[config.mk]
export PLATFORM = sky130hd
export DESIGN_NAME = score_uart_reporter
export DESIGN_NICKNAME = d
export VERILOG_FILES = /design/src/rtl/score_uart_pkg.sv /design/src/rtl/score_uart_reporter_tx.sv /design/src/rtl/score_uart_reporter.sv
export SDC_FILE = /design/constraint.sdc
export NUM_CORES = 1
export LEC_CHECK = 0
export BUFFER_PORTS_ARGS = -buffer_cell sky130_fd_sc_hd__buf_2
export CAP_MARGIN = 10
export CORE_UTILIZATION = 47
export CTS_BUF_LIST = sky130_fd_sc_hd__clkbuf_4 sky130_fd_sc_hd__clkbuf_8
export CTS_CLUSTER_DIAMETER = 50
export DETAILED_ROUTE_END_ITERATION = 6
export PLACE_DENSITY = 0.75
export SETUP_SLACK_MARGIN = 0.4
export SKIP_CTS_REPAIR_TIMING = 1
export SLEW_MARGIN = 15
export SYNTH_ARGS = -nofsm -noshare
export SYNTH_HDL_FRONTEND = slang
export SYNTH_SLANG_ARGS = --single-unit
[constraint.sdc]
create_clock -name i_clk -period 2.69 [get_ports i_clk]
set_clock_uncertainty 0.2 [all_clocks]
set_input_delay 0.1345 -clock i_clk [delete_from_list [all_inputs] [get_ports i_clk]]
set_output_delay 0.1345 -clock i_clk [all_outputs]
set_load 0.05 [all_outputs]
[src/rtl/score_uart_pkg.sv]
// Shared types and constants for the score UART reporter.
// Contents: FSM state enum, packet geometry, default header byte,
//           checksum and saturating-increment helpers.
package score_uart_pkg;

  // Reporter FSM states
  typedef enum logic [2:0] {
    S_IDLE = 3'd0,
    S_LOAD = 3'd1,
    S_SEND = 3'd2,
    S_WAIT = 3'd3,
    S_DONE = 3'd4
  } state_t;

  // Packet geometry: header, P1, P2, checksum
  localparam int unsigned PKT_BYTES = 4;
  localparam int unsigned IDX_W     = $clog2(PKT_BYTES);
  localparam int unsigned BYTE_W    = 8;

  localparam logic [BYTE_W-1:0] DEFAULT_HEADER = 8'hA5;
  localparam logic [BYTE_W-1:0] OVERRUN_MAX    = 8'hFF;

  // Packet checksum: XOR of header and both score bytes
  function automatic logic [BYTE_W-1:0] pkt_chk(
    input logic [BYTE_W-1:0] hdr,
    input logic [BYTE_W-1:0] p1,
    input logic [BYTE_W-1:0] p2
  );
    return hdr ^ p1 ^ p2;
  endfunction

  // Increment that sticks at OVERRUN_MAX
  function automatic logic [BYTE_W-1:0] sat_inc(input logic [BYTE_W-1:0] v);
    return (v == OVERRUN_MAX) ? v : v + BYTE_W'(1);
  endfunction

endpackage

[src/rtl/score_uart_reporter_tx.sv]
// 8N1 UART byte transmitter.
// Ports:
//   i_clk, i_reset   clock, synchronous active-high reset
//   i_start          1-cycle request to send i_data (ignored while o_active)
//   i_data[7:0]      byte to send, LSB first
//   o_tx             serial line, idle high
//   o_active         high from the start bit through the last stop-bit cycle
//   o_done           1-cycle pulse during the last cycle of the stop bit
module uart_tx_byte #(
  parameter int unsigned CLKS_PER_BIT = 434
) (
  input  logic       i_clk,
  input  logic       i_reset,
  input  logic       i_start,
  input  logic [7:0] i_data,
  output logic       o_tx,
  output logic       o_active,
  output logic       o_done
);

  localparam int unsigned CNT_W      = 16;
  localparam int unsigned BIT_W      = 4;
  localparam int unsigned FRAME_BITS = 10;
  localparam int unsigned SHIFT_W    = 9;

  localparam logic [CNT_W-1:0] BAUD_LAST = CNT_W'(CLKS_PER_BIT - 1);
  localparam logic [CNT_W-1:0] BAUD_PRE  = CNT_W'(CLKS_PER_BIT - 2);
  localparam logic [BIT_W-1:0] BIT_LAST  = BIT_W'(FRAME_BITS - 1);

  logic [CNT_W-1:0]   baud_q;
  logic [BIT_W-1:0]   bit_q;
  // Bits still to be driven after the start bit: data LSB first, then stop
  logic [SHIFT_W-1:0] shift_q;

  // Bit/baud sequencing; o_tx is driven straight from a flop
  always_ff @(posedge i_clk) begin
    if (i_reset) begin
      baud_q   <= '0;
      bit_q    <= '0;
      shift_q  <= '1;
      o_tx     <= 1'b1;
      o_active <= 1'b0;
      o_done   <= 1'b0;
    end else begin
      o_done <= 1'b0;
      if (!o_active) begin
        if (i_start) begin
          o_active <= 1'b1;
          o_tx     <= 1'b0;
          shift_q  <= {1'b1, i_data};
          baud_q   <= '0;
          bit_q    <= '0;
        end
      end else if (baud_q == BAUD_LAST) begin
        baud_q  <= '0;
        o_tx    <= shift_q[0];
        // Refill with ones so the line returns to idle after the stop bit
        shift_q <= {1'b1, shift_q[SHIFT_W-1:1]};
        if (bit_q == BIT_LAST) begin
          o_active <= 1'b0;
          bit_q    <= '0;
        end else begin
          bit_q <= bit_q + BIT_W'(1);
        end
      end else begin
        baud_q <= baud_q + CNT_W'(1);
        // Registered so the pulse lands in the final stop-bit cycle
        if ((bit_q == BIT_LAST) && (baud_q == BAUD_PRE)) begin
          o_done <= 1'b1;
        end
      end
    end
  end

endmodule

[src/rtl/score_uart_reporter.sv]
// Score reporter: snapshots both player scores on a goal pulse or host
// request and sends a 4-byte packet (HEADER, P1, P2, CHK) as 8N1 UART.
// Events arriving while a packet is in progress are merged into a single
// pending packet carrying the latest scores; merges beyond the first are
// counted in o_overrun.
// Ports:
//   i_clk, i_reset          clock, synchronous active-high reset
//   i_goal, i_req           1-cycle event pulses (OR-ed into one event)
//   i_score_P1/P2[7:0]      live scores
//   o_tx                    UART line, idle high
//   o_busy                  high while a packet is loaded or sent
//   o_overrun[7:0]          saturating count of extra merged events
module score_uart_reporter
  import score_uart_pkg::*;
#(
  parameter int unsigned CLKS_PER_BIT = 434,
  parameter logic [7:0]  HEADER       = DEFAULT_HEADER
) (
  input  logic       i_clk,
  input  logic       i_reset,
  input  logic       i_goal,
  input  logic       i_req,
  input  logic [7:0] i_score_P1,
  input  logic [7:0] i_score_P2,
  output logic       o_tx,
  output logic       o_busy,
  output logic [7:0] o_overrun
);

  localparam logic [IDX_W-1:0] IDX_LAST = IDX_W'(PKT_BYTES - 1);

  state_t                          state_q;
  logic [BYTE_W-1:0]               snap_p1_q;
  logic [BYTE_W-1:0]               snap_p2_q;
  logic [PKT_BYTES-1:0][BYTE_W-1:0] fly_q;
  logic [IDX_W-1:0]                idx_q;
  logic                            pending_q;
  logic                            start_q;

  logic                            event_c;
  logic                            tx_active;
  logic                            tx_done;

  assign event_c = i_goal | i_req;

  uart_tx_byte #(
    .CLKS_PER_BIT (CLKS_PER_BIT)
  ) u_tx (
    .i_clk    (i_clk),
    .i_reset  (i_reset),
    .i_start  (start_q),
    .i_data   (fly_q[idx_q]),
    .o_tx     (o_tx),
    .o_active (tx_active),
    .o_done   (tx_done)
  );

  // Packet sequencer, snapshot/pending bookkeeping and overrun counter
  always_ff @(posedge i_clk) begin
    if (i_reset) begin
      state_q   <= S_IDLE;
      snap_p1_q <= '0;
      snap_p2_q <= '0;
      fly_q     <= '0;
      idx_q     <= '0;
      pending_q <= 1'b0;
      start_q   <= 1'b0;
      o_busy    <= 1'b0;
      o_overrun <= '0;
    end else begin
      start_q <= 1'b0;
      o_busy  <= (state_q != S_IDLE);

      // Latest event always wins the snapshot
      if (event_c) begin
        snap_p1_q <= i_score_P1;
        snap_p2_q <= i_score_P2;
      end

      // Events during a packet become pending; further ones are overruns
      if (event_c && (state_q != S_IDLE)) begin
        if (pending_q) begin
          o_overrun <= sat_inc(o_overrun);
        end else begin
          pending_q <= 1'b1;
        end
      end

      case (state_q)
        S_IDLE: begin
          if (event_c) begin
            state_q <= S_LOAD;
          end
        end

        // Freeze the bytes to send so later snapshots cannot alter them
        S_LOAD: begin
          fly_q[0] <= HEADER;
          fly_q[1] <= snap_p1_q;
          fly_q[2] <= snap_p2_q;
          fly_q[3] <= pkt_chk(HEADER, snap_p1_q, snap_p2_q);
          idx_q    <= '0;
          state_q  <= S_SEND;
        end

        S_SEND: begin
          if (!tx_active) begin
            start_q <= 1'b1;
            state_q <= S_WAIT;
          end
        end

        S_WAIT: begin
          if (tx_done) begin
            if (idx_q == IDX_LAST) begin
              state_q <= S_DONE;
            end else begin
              idx_q   <= idx_q + IDX_W'(1);
              state_q <= S_SEND;
            end
          end
        end

        // An event landing here is sent next without needing the pending flag
        S_DONE: begin
          if (pending_q || event_c) begin
            pending_q <= 1'b0;
            state_q   <= S_LOAD;
          end else begin
            state_q <= S_IDLE;
          end
        end

        default: begin
          state_q <= S_IDLE;
        end
      endcase
    end
  end

endmodule

* After elaboration in Yosys (flattened, before gate mapping)
Cells that the tools add are included.
** Word-level totals
- Flip-flop bits (word level) :: 89
** Cells by class
- Add/sub/neg operators :: 4
- $lt $le $gt $ge :: 1
- Equality and inequality tests :: 14
- Muxes and demuxes :: 33
- Bitwise gates (word level) :: 6
- Reduce and logical (&&, ||, !) cells :: 13
** Operator list (number)
- two-way mux 16 bit :: 3
- == test 16 x 9 -> 1 bit (second input constant) :: 2
- two-way mux 9 bit :: 3
- adder 16 x 1 -> 16 bit (second input constant) :: 1
- binary-select mux 8 bit (select 2 bit) :: 1
- two-way mux 4 bit :: 4
- case mux 3 bit (5 select lines) :: 1
- two-way mux 1 bit :: 13
- two-way mux 3 bit :: 4
- AND reduction 3 bit :: 3
- adder 8 x 1 -> 8 bit (second input constant) :: 1
- == test 8 bit (second input constant) :: 1
- two-way mux 8 bit :: 1
- inequality test 2 bit (second input constant) :: 4
- bitwise XOR 8 bit :: 1
- == test 3 x 2 -> 1 bit (second input constant) :: 2
- adder 4 x 1 -> 4 bit (second input constant) :: 1
- == test 4 bit (second input constant) :: 1
- two-way mux 2 bit :: 2
- NOT 4 bit :: 1
- case mux 2 bit (2 select lines) :: 1
- nonzero test 2 bit :: 2
- == test 3 x 1 -> 1 bit (second input constant) :: 1
- == test 3 bit (second input constant) :: 1
- 13 further kinds :: 16

* Depth between registers and ports, before layout
- Depth in word-level cells :: 5
- Depth in mapped cells :: 9
- Depth with buffers taken out :: 7

* By module
Synthesis repeated with hierarchy kept, for this count alone.
** Unflattened totals
- Cell total of the unflattened synthesis :: 506
- Area total of the unflattened synthesis :: 4200.3 um^2
** Modules (own cells, without submodules)
- score_uart_reporter :: times used 1, cells an instance 295, area each 2434.8 um^2, seq. area each 1141.1 um^2
- uart_tx_byte :: times used 1, cells an instance 211, area each 1765.4 um^2, seq. area each 620.6 um^2

* Worst setup path after synthesis
OpenSTA, ideal clock, no wires.
- Path type :: register -> register
- Start point :: reg u_tx.baud_q[3]
- End point :: reg u_tx.shift_q[3]
- Setup time :: 0.134 ns
- Arrival :: 1.897 ns
- Required time :: 2.356 ns
- Path slack :: 0.459 ns
- Cell stages (with the launch flop) :: 8
- Path buffers :: 2
- Clock period less this slack :: 2.231 ns
- Cells stage by stage :: dfxtp_1 -> or4_1 -> and4bb_1 -> buf_6 -> mux2i_1 -> buf_2 -> a2111oi_0 -> a21oi_1
** Between the ends
- Longest elaborated chain between the ends :: 3
** RTL lines
- from (decl) :: line score_uart_reporter_tx.sv:30 : logic [CNT_W-1:0] baud_q;
- from (signal assigned) :: line score_uart_reporter_tx.sv:66 : baud_q <= baud_q + CNT_W'(1);
- == test 16 x 9 -> 1 bit :: line score_uart_reporter_tx.sv:54 : end else if (baud_q == BAUD_LAST) begin
- inequality test 2 bit (no source line)
- AND reduction 2 bit (no source line)
- to (signal assigned) :: line score_uart_reporter_tx.sv:50 : shift_q <= {1'b1, i_data};
- to (signal assigned) :: line score_uart_reporter_tx.sv:58 : shift_q <= {1'b1, shift_q[SHIFT_W-1:1]};
- to (decl) :: line score_uart_reporter_tx.sv:33 : logic [SHIFT_W-1:0] shift_q;
Every way passes these cells.
A chain may end at the register's enable or synchronous reset.

* Final worst setup path
- Start point :: reg u_tx.baud_q[5]
- End point :: reg u_tx.shift_q[1]
Same word-level chain as after synthesis.

==> flow_summary.toml <==
[placement]
dp_hpwl_mm = 5.282
dp_cells = 587
dp_slack_ns = 0.2552
numPortBuffers = 29
place_congestion = 0.9561

[worst_hold_path]
holdPathStages = 5
hp-class = "in2reg"

[pwr]
p_leak_uw = 0.001705
peakVddDrop_mv = 0.3324
powerDensity_nw_per_um2 = 580.8

[floorplan]
num_rows = 32
chipWidth_microns = 93.11
start_util = 0.4946
fp.coreArea_sq_um = 7888
die_area_sq_um = 8669
die_h_microns = 93.11
num_io_pins = 30

[global_routing]
grt_max_degree = 64
grt_pass1_wl_mm = 13.97
antenna_found_initial = 0
grt_use_total = 0.1979
grt_overflow = 0
grt_pass1_vias = 3074

[timing]
fin_crit_sh = 0.8578
setup_ws_ns = 0.3825
slew_viol_final = 0
rsz0062_at_grt = "yes"
hold_violations = 2
period_minus_slack_ns = 2.307
fmax_mhz = 433.4
slew_headroom = 0.5504
worst_slew_pin_slew_ns = 0.6735
setup_viol = 0
hold_slack_ns = -0.01051
finalSetupTns_ns = 0

[yosys]
synth_ff_type = "dfxtp_1"
yosysUniqueCellTypes = 46
synth_cells = 475
ys_seq_area_frac = 0.4516
synth.avg_cell_area_sq_um = 8.213
netlist_area_sq_um = 3901
yosys_register_bits = 88
syn_nets = 502
synth_edf_count = 0
async_flop_share = 0
synth_warnings = 0

[cells_and_area]
multi_input_comb_area_sq_um = 2031
fillers = 685
drive_gt1_frac = 0.1442
fin_cells = 622
diodes = 0
nets = 542
regArea_sq_um = 1767
area_delta_synth_final_pct = 17.29

[clock_tree]
clock-sinks = 88
cts_max_path_buffers = 2
clk_pin_slew_ns = 0.09
insertion_delay_ns = 0.36
cts_tree = "built"
cts_buffers = 9
cts_htree_levels = 3
cts_root_buf = "clkbuf_8"

[routing]
vias_per_cell = 5.511
ant_nets = 0
drt_wl_total_mm = 8.509
first_iter_violations = 123
vias = 3428
wl_per_cell_microns = 13.68
drc = 0
firstDrtPassIters = 4

[worst_setup_path]
critPathKind = "reg2reg"
cp.required_ns = 2.72
worst-r2r-cell-count = 6
crit_arrival_ns = 2.34
worstPathMaxFanout = 21
cp-end-kind = "flop"
cp-start-kind = "flop"

[status]
outcome = "complete, but fails checks"
violations = "negative hold slack"

[run]
drv_cap = 0
[synth_stat cells (2+ instances only)]
| cell type | number | area (sq um) |
|---|---|---|
| a22oi_1 | 3 | 22.52 |
| nand2b_1 | 4 | 25.02 |
| xnor2_1 | 10 | 87.58 |
| a22o_1 | 5 | 43.79 |
| a211oi_1 | 6 | 45.04 |
| a41oi_1 | 2 | 17.52 |
| and3_1 | 8 | 50.05 |
| o31ai_1 | 2 | 15.01 |
| xor2_1 | 8 | 70.07 |
| nor2_1 | 34 | 127.6 |
| nand4_1 | 6 | 37.54 |
| buf_2 | 2 | 10.01 |
| mux2i_1 | 8 | 80.08 |
| nand3b_1 | 5 | 37.54 |
| and4_1 | 2 | 17.52 |
| inv_1 | 8 | 30.03 |
| o21ai_0 | 10 | 50.05 |
| mux2_2 | 6 | 67.56 |
| a21oi_1 | 68 | 340.3 |
| nor4_1 | 2 | 12.51 |
| or4_1 | 2 | 15.01 |
| or2_2 | 2 | 12.51 |
| nor3b_1 | 3 | 22.52 |
| clkbuf_1 | 23 | 86.33 |
| ha_1 | 7 | 87.58 |
| a31oi_1 | 5 | 31.28 |
| nand3_1 | 12 | 60.06 |
| nor3_1 | 5 | 25.02 |
| a2111oi_0 | 5 | 43.79 |
| o22ai_1 | 3 | 18.77 |
| or3_1 | 5 | 31.28 |
| and2_1 | 4 | 25.02 |
| nand4b_1 | 2 | 17.52 |
| buf_1 | 3 | 11.26 |
| nand2_1 | 97 | 364.1 |
| dfxtp_1 | 88 | 1762 |
[power by group]
group,switching [uW],internal [uW]
Combinational,172,111
Clock,512,449
Sequential,47.8,1370
Total,732,1930
[worst max-delay path, cell delays in order (launching register included)]
cell,delay [ns]
dfxtp_2,0.36
or4bb_1,0.51
and4bb_4,0.39
mux2i_1,0.09
buf_6,0.18
a2111oi_1,0.39
a21oi_1,0.07
[flip-flops by register name, summed over array words and instances, names as in the netlist, 2 cells and up]
register and cells:
snap_p1_q 8, idx_q 2, state_q 3, u_tx.shift_q 8
snap_p2_q 8, o_overrun 8, u_tx.baud_q 16, fly_q 25
u_tx.bit_q 4
[layout by cell type, fill, tap and decap left out, types with 7 or more instances in the layout]
cell,instances
xnor2_1,10
xor2_1,8
buf_2,29
clkbuf_8,9
ha_1,7
mux2i_1,8
o21ai_0,10
and3_1,8
nand2_1,97
nor2_1,34
buf_4,10
dlygate4sd3_1,17
nand3_1,12
inv_1,8
a21oi_1,68
dfxtp_1,84
[layout make-up]
| class | instances | area share |
|---|---|---|
| timing repair buffer | 58 | 0.09024 |
| clock inverter | 7 | 0.01832 |
| sequential | 88 | 0.3861 |
| tap | 102 | 0.02789 |
| inverter | 8 | 0.006563 |
| multi-input combinational | 350 | 0.4438 |
| clock buffer | 9 | 0.02707 |
[final timing paths]
| check | from | to | slack [ns] |
|---|---|---|---|
| setup / recovery | u_tx.baud_q[5] | u_tx.shift_q[1] | 0.38 |
| hold / removal | i_req | state_q[0] | -0.01 |
| setup reg to reg | u_tx.baud_q[5] | u_tx.shift_q[1] | 0.38 |
| hold reg to reg | fly_q[24] | fly_q[24] | 0.26 |
[per-layer routing]
metal / GRT usage / up-vias / wire (microns)
li1: - / 1747 / -
met2: 0.3241 / 73 / 4091
met5: 0 / - / 0
met1: 0.2614 / 1594 / 3959
met3: 0.04146 / 14 / 296
met4: 0.05897 / 0 / 161
[per-stage QoR]
stage / total power (uW) / util / instance area (sq um) / hold slack, ns
3_5_place_dp: 1691 / 0.5236 / 4130 / 0.1838
2_1_floorplan: 1622 / - / 3901 / 0.07495
6_report: 2657 / 0.5801 / 4576 / -0.01051
3_3_place_gp: 1682 / 0.5236 / 4130 / 0.1791
5_1_grt: 2772 / 0.5801 / 4576 / 0.03386
4_1_cts: 2647 / 0.5500 / 4338 / -0.2099
[cell families after synthesis]
kind of cell | synth area share
buffers and inverters | 0.03816
xor gates and xnor gates | 0.04041
adders and majority gates | 0.02245
DFF | 0.4516
AOI/OAI and AO/OA | 0.1722
muxes | 0.03784
and+or+nand+nor | 0.2373
(Power assumes the default switching activity.)
